===== config.mk =====
export PLATFORM = sky130hd
export DESIGN_NAME = sipo_deserializer
export DESIGN_NICKNAME = d
export VERILOG_FILES = /design/src/rtl/sipo_deserializer.sv
export SDC_FILE = /design/constraint.sdc
export NUM_CORES = 1
export LEC_CHECK = 0
export BUFFER_PORTS_ARGS = -buffer_cell sky130_fd_sc_hd__clkbuf_2
export CORE_UTILIZATION = 35
export CTS_CLUSTER_DIAMETER = 60
export DETAILED_ROUTE_END_ITERATION = 10
export SYNTH_ARGS = -nofsm -noshare
export SYNTH_HDL_FRONTEND = slang
export SYNTH_SLANG_ARGS = --single-unit

===== constraint.sdc =====
create_clock -name clk -period 1.41 [get_ports clk]
set_input_delay 0.282 -clock clk [delete_from_list [all_inputs] [get_ports clk]]
set_output_delay 0.282 -clock clk [all_outputs]
set_load 0.02 [all_outputs]

===== src/rtl/sipo_deserializer.sv =====
// Serial-in / parallel-out deserializer: collects N framed bits (MSB- or LSB-first)
// into a word, with frame abort, back-to-back frames and a one-cycle completion pulse.
module sipo_deserializer #(
    parameter int N = 8
) (
    input  logic                     clk,
    input  logic                     rst,
    input  logic                     start,
    input  logic                     msb_first,
    input  logic                     sin,
    input  logic                     sin_valid,
    output logic [N-1:0]             OUT,
    output logic                     out_valid,
    output logic                     busy,
    output logic [$clog2(N+1)-1:0]   bit_cnt
);

    localparam int CNT_W = $clog2(N + 1);
    localparam logic [CNT_W-1:0] LAST = CNT_W'(N - 1);
    localparam logic [CNT_W-1:0] ONE  = CNT_W'(1);

    typedef enum logic {IDLE, RECV} state_t;

    state_t       state;
    logic         order;
    logic [N-1:0] shreg;
    logic [N-1:0] shifted;

    function automatic logic [N-1:0] shift_in(input logic [N-1:0] word,
                                              input logic         b,
                                              input logic         msb);
        if (msb)
            return {word[N-2:0], b};
        return {b, word[N-1:1]};
    endfunction

    assign shifted = shift_in(shreg, sin, order);

    always_ff @(posedge clk) begin
        if (rst) begin
            state     <= IDLE;
            OUT       <= '0;
            out_valid <= 1'b0;
            busy      <= 1'b0;
            bit_cnt   <= '0;
            shreg     <= '0;
            order     <= 1'b1;
        end else begin
            out_valid <= 1'b0;
            case (state)
                IDLE: begin
                    if (start) begin
                        state   <= RECV;
                        busy    <= 1'b1;
                        bit_cnt <= '0;
                        shreg   <= '0;
                        order   <= msb_first;
                    end
                end
                RECV: begin
                    // Completion wins over start: a coincident start only chains the next frame.
                    if (sin_valid && bit_cnt == LAST) begin
                        OUT       <= shifted;
                        out_valid <= 1'b1;
                        bit_cnt   <= '0;
                        shreg     <= '0;
                        if (start) begin
                            order <= msb_first;
                        end else begin
                            state <= IDLE;
                            busy  <= 1'b0;
                        end
                    end else if (start) begin
                        bit_cnt <= '0;
                        shreg   <= '0;
                        order   <= msb_first;
                    end else if (sin_valid) begin
                        shreg   <= shifted;
                        bit_cnt <= bit_cnt + ONE;
                    end
                end
                default: begin
                    state <= IDLE;
                    busy  <= 1'b0;
                end
            endcase
        end
    end

endmodule


After elaboration in Yosys (flattened, before gate mapping)
Cells that the tools add are included.
- flip-flop bits (word level): 24
- latch bits: 0
- RAM bits: 0
- ROM bits: 0
- memories: 0
- add/sub/neg operators: 1
- multipliers: 0
- divide/modulo/power cells: 0
- $lt $le $gt $ge: 0
- equal/unequal tests: 5
- shift operators: 0
- mux-type cells: 22
- bitwise operators: 1
- reduce and logical (&&, ||, !) cells: 5
- operators with widths (cell ; count):
    2-to-1 mux 8 bit ; 6
    2-to-1 mux 4 bit ; 4
    case mux 8 bit (2 select lines) ; 1
    2-to-1 mux 1 bit ; 8
    case mux 4 bit (2 select lines) ; 1
    adder 4 x 1 -> 4 bit (second input constant) ; 1
    == test 4 x 3 -> 1 bit (second input constant) ; 1
    != test 2 bit (second input constant) ; 2
    != test 4 x 3 -> 1 bit (second input constant) ; 1
    case mux 1 bit (2 select lines) ; 2
    AND reduction 2 bit ; 2
    AND reduction 3 bit ; 1
    != test 2 x 1 -> 1 bit (second input constant) ; 1
    OR reduction 2 bit ; 1
    logical AND 1 bit ; 1
    NOT 1 bit ; 1

Longest topological paths before layout
- depth after elaboration: 6
- gate-level depth with buffers: 5

Least setup slack after synthesis
No wires, ideal clock.
- path type: register to register
- start point: reg bit_cnt[0]
- end point: reg bit_cnt[1]
- setup time: 0.128 ns
- arrival: 1.215 ns
- required time: 1.282 ns
- slack: 0.068 ns
- stages on the path, launching flop included: 6
- path buffers: 1
- period minus slack after synthesis: 1.342 ns
- cells stage by stage: dfxtp_1 > ha_1 > nand3b_1 > buf_2 > a32oi_1 > nor2_1
- cells in the longest elaborated chain, start to end: 5
- elaborated cells on any way between the ends: 9
- those cells by class: 1 x add/sub; 2 x eq/ne; 4 x mux; 2 x reduce/logical
- RTL lines (item ; RTL line ; source):
    start, declared ; 15 ; output logic [$clog2(N+1)-1:0] bit_cnt
    start signal, assigned ; 79 ; bit_cnt <= bit_cnt + ONE;
    adder 4 x 1 -> 4 bit ; 79 ;
    2-to-1 mux 4 bit ; 77 ; end else if (sin_valid) begin
    2-to-1 mux 4 bit ; 73 ; end else if (start) begin
    2-to-1 mux 4 bit ; 62 ; if (sin_valid && bit_cnt == LAST) begin
    case mux 4 bit (2 select lines) ; 50 ; case (state)
Parallel ways exist; a longest one is shown, timed or not. The select of a mux whose other input is x is not followed.
A chain may end at the register's enable or synchronous reset.

Final worst setup path
- start point: reg bit_cnt[0]
- end point: reg OUT[6]
- cells in the longest elaborated chain, start to end: 3
- RTL lines (item ; RTL line ; source):
    == test 4 x 3 -> 1 bit ; 62 ;
    logical AND 1 bit ; 62 ;
    AND reduction 2 bit (no source line) ; - ;
    end signal, assigned ; 63 ; OUT <= shifted;
    end, declared ; 12 ; output logic [N-1:0] OUT,
Every way passes these cells.

==> results.ini <==
[synthesis]
synthTopCellsByCount = dfxtp_1 (24), nor3_1 (18), a21oi_1 (11)
yosys_warnings = 0
syn_area_um2 = 1070
dominantRegCellSynth = dfxtp_1
yosys.area.top_type_share_pct = 44.9
synth_area_leaders = dfxtp_1 (45%), nor3_1 (8.4%), mux2_2 (7.4%), a32oi_1 (6.5%), a21oi_1 (5.1%)
synth_edf_count = 0
synth-async-reset-ratio_pct = 0
synth.distinct_cells = 29
yosysSeqAreaShare_pct = 44.9
synth-seq-cells = 24
syn-num-nets = 120
synth_cells = 113
yosysMostFrequentCell = dfxtp_1
yosys.area.top_type = dfxtp_1
syn_avg_cell_area_um2 = 9.48

[global_route]
grt_pass1_vias = 758
overflow = 0
grt_max_degree = 19
track_usage_pct = 13.8
antenna_found_initial = 0
grt_pass1_wl_um = 3490

[detailed_routing]
vias_per_cell = 5.36
ant_nets = 0
wirelength_um = 2100
drt_iter0_drc = 30
drc = 1
dr_total_vias = 868
dr.pass1.iters = 9
wire_per_inst_um = 13.0

[timing]
rsz0062_at_grt = false
worst-slew-pin-transition_ns = 0.454
relSlewSlack_pct = 69.7
whs_ns = 0.169
tns_ns = 0
worst_clock_skew_ns = 0.00279
min_period_over_period_pct = 90.3
setup_viol = 0
post-route-min-period_ns = 1.27
drv_slew = 0
fmax_mhz = 785
finalHoldViolCount = 0

[status]
failed_checks = DRC
status = finished, violations left

[setup_path]
rr_worst_depth = 5
max_stage_delay_ns = 0.36
critPathLaunch = bit_cnt[0]$_SDFFE_PP0P_
arrival_ns = 1.49
worstPathMaxFanout = 18
cp.depth = 5
critPathLaunchType = flip-flop
path_class = reg -> reg
path_buf_inv = 1
crit_end = OUT[6]$_SDFFE_PP0P_
worst_path_most_repeated_cell = nor3_1
slowest_stage = dfxtp_1
r2r_slack_ns = 0.14
r2r_start = bit_cnt[0]$_SDFFE_PP0P_
crit_family = simple AND/OR/NAND/NOR gates
end_kind = flip-flop
required_ns = 1.62
path_cells = ha_1 > nand3b_1 > buf_12 > nor3_1 > nor3_1
worstReg2RegEnd = OUT[6]$_SDFFE_PP0P_

[clock_tree]
clock_latency_ns = 0.31
cts_root_buf = clkbuf_4
htree_levels = 1
clkSlewWorstSetupHoldPaths_ns = 0.12
hold_buffers = 0
clock_sinks = 24
cts.path.max_buffers = 2
cts_tree = done
cts_made_buffers = 3

[final_layout]
n_fill_cell = 283
antenna-diode-count = 0
final_nets = 140
syn_to_final_growth_pct = 13.7
multi_input_area_um2 = 514
drive_above_1_share_pct = 32.8
seq_area_um2 = 482

[die]
dieArea_um2 = 3290
start_util_pct = 37.9
rows = 19
die_y_um = 57.3
die-width_um = 57.3
coreArea_um2 = 2830
io_pins = 20

[placement]
port-buffer-count = 19
dp.final_hpwl_um = 1530
gp_congestion = 0.797

[pwr]
power_density_nw_per_um2 = 880
ir_drop_mv = 0.264
leakagePower_nw = 0.481

[run]
cap_violations = 0

[worst_hold_path]
hp-class = in -> reg

[sequential cells by signal, indices dropped and copies added, names as in the netlist]
signal     cells
out_valid      1
order          1
OUT            8
shreg          8
state          1
busy           1
bit_cnt        4
[worst min-delay path by stage]
stage,slack (ns),startpoint,cells past startpoint,to
final,0.17,msb_first,2,order$_SDFFE_PP1P_
after global routing,0.17,msb_first,2,order$_SDFFE_PP1P_
after CTS,0.17,msb_first,2,order$_SDFFE_PP1P_
after detailed placement,0.45,shreg[7]$_SDFFE_PP0P_,2,shreg[7]$_SDFFE_PP0P_
after global placement,0.45,shreg[7]$_SDFFE_PP0P_,2,shreg[7]$_SDFFE_PP0P_
after floorplan,0.36,rst,1,OUT[1]$_SDFFE_PP0P_
[power by group]
part / total (mW) / internal [mW] / leakage, nW / switching [mW]
Combinational: 0.0804 / 0.0313 / 0.273 / 0.0491
Clock: 0.293 / 0.0999 / 0.0138 / 0.193
Sequential: 0.698 / 0.687 / 0.194 / 0.0114
Total: 1.07 / 0.818 / 0.481 / 0.253
[per-layer routing]
| metal | global-route usage [%] | wire length [um] | vias up |
|---|---|---|---|
| li1 | - | - | 446 |
| met1 | 18.0 | 1040 | 407 |
| met2 | 21.5 | 980 | 10 |
| met3 | 2.04 | 29 | 5 |
| met4 | 8.36 | 57 | 0 |
| met5 | 0 | 0 | - |
[layout make-up]
class / instances / share of cell area (%)
sequential: 24 / 39.6
multi-input combinational: 77 / 42.2
tap: 31 / 3.19
inverter: 2 / 0.617
timing repair buffer: 25 / 12.5
clock buffer: 3 / 1.85
[cell families after synthesis]
group,Yosys count,synth area share (%)
AO/OA/AOI/OAI,26,16.4
XOR/XNOR,1,0.818
adder cells (fa/ha/maj),1,1.17
buffers and inverters,12,7.71
flip-flops,24,44.9
multiplexers,8,8.41
AND/OR/NAND/NOR,41,20.7
[cells in the final DEF (no fill, tap or decap), types with 2 or more instances in the layout]
master / Yosys / final
mux2_2: 7 / 7
o21ai_0: 2 / 2
nor3_1: 18 / 17
dfxtp_1: 24 / 23
nor2_1: 8 / 8
clkbuf_2: 0 / 19
a21oi_1: 11 / 11
clkbuf_4: 0 / 3
a32oi_1: 8 / 8
inv_1: 2 / 2
nand2_1: 4 / 4
nand3b_1: 3 / 3
buf_4: 3 / 5
[repair_timing]
action                                  4_1_cts  5_1_grt
resized for setup                             0        3
endpoints found under the setup margin        0       12
setup buffers                                 0        1
[per-stage QoR]
| stage | utilization [%] | power (mW) | area, um2 | cells | setup WS, ns |
|---|---|---|---|---|---|
| CTS | 42.5 | 1.08 | 1200 | 161 | 0.0415 |
| detailed placement | 41.7 | 0.792 | 1180 | 158 | 0.0626 |
| finish | 43.0 | 1.07 | 1220 | 162 | 0.136 |
| global route | 43.0 | 1.12 | 1220 | 162 | 0.0229 |
| floorplan | - | 0.774 | 1070 | 113 | 0.0675 |
| global placement | 41.7 | 0.792 | 1180 | 158 | 0.129 |
(Power assumes the default switching activity.)
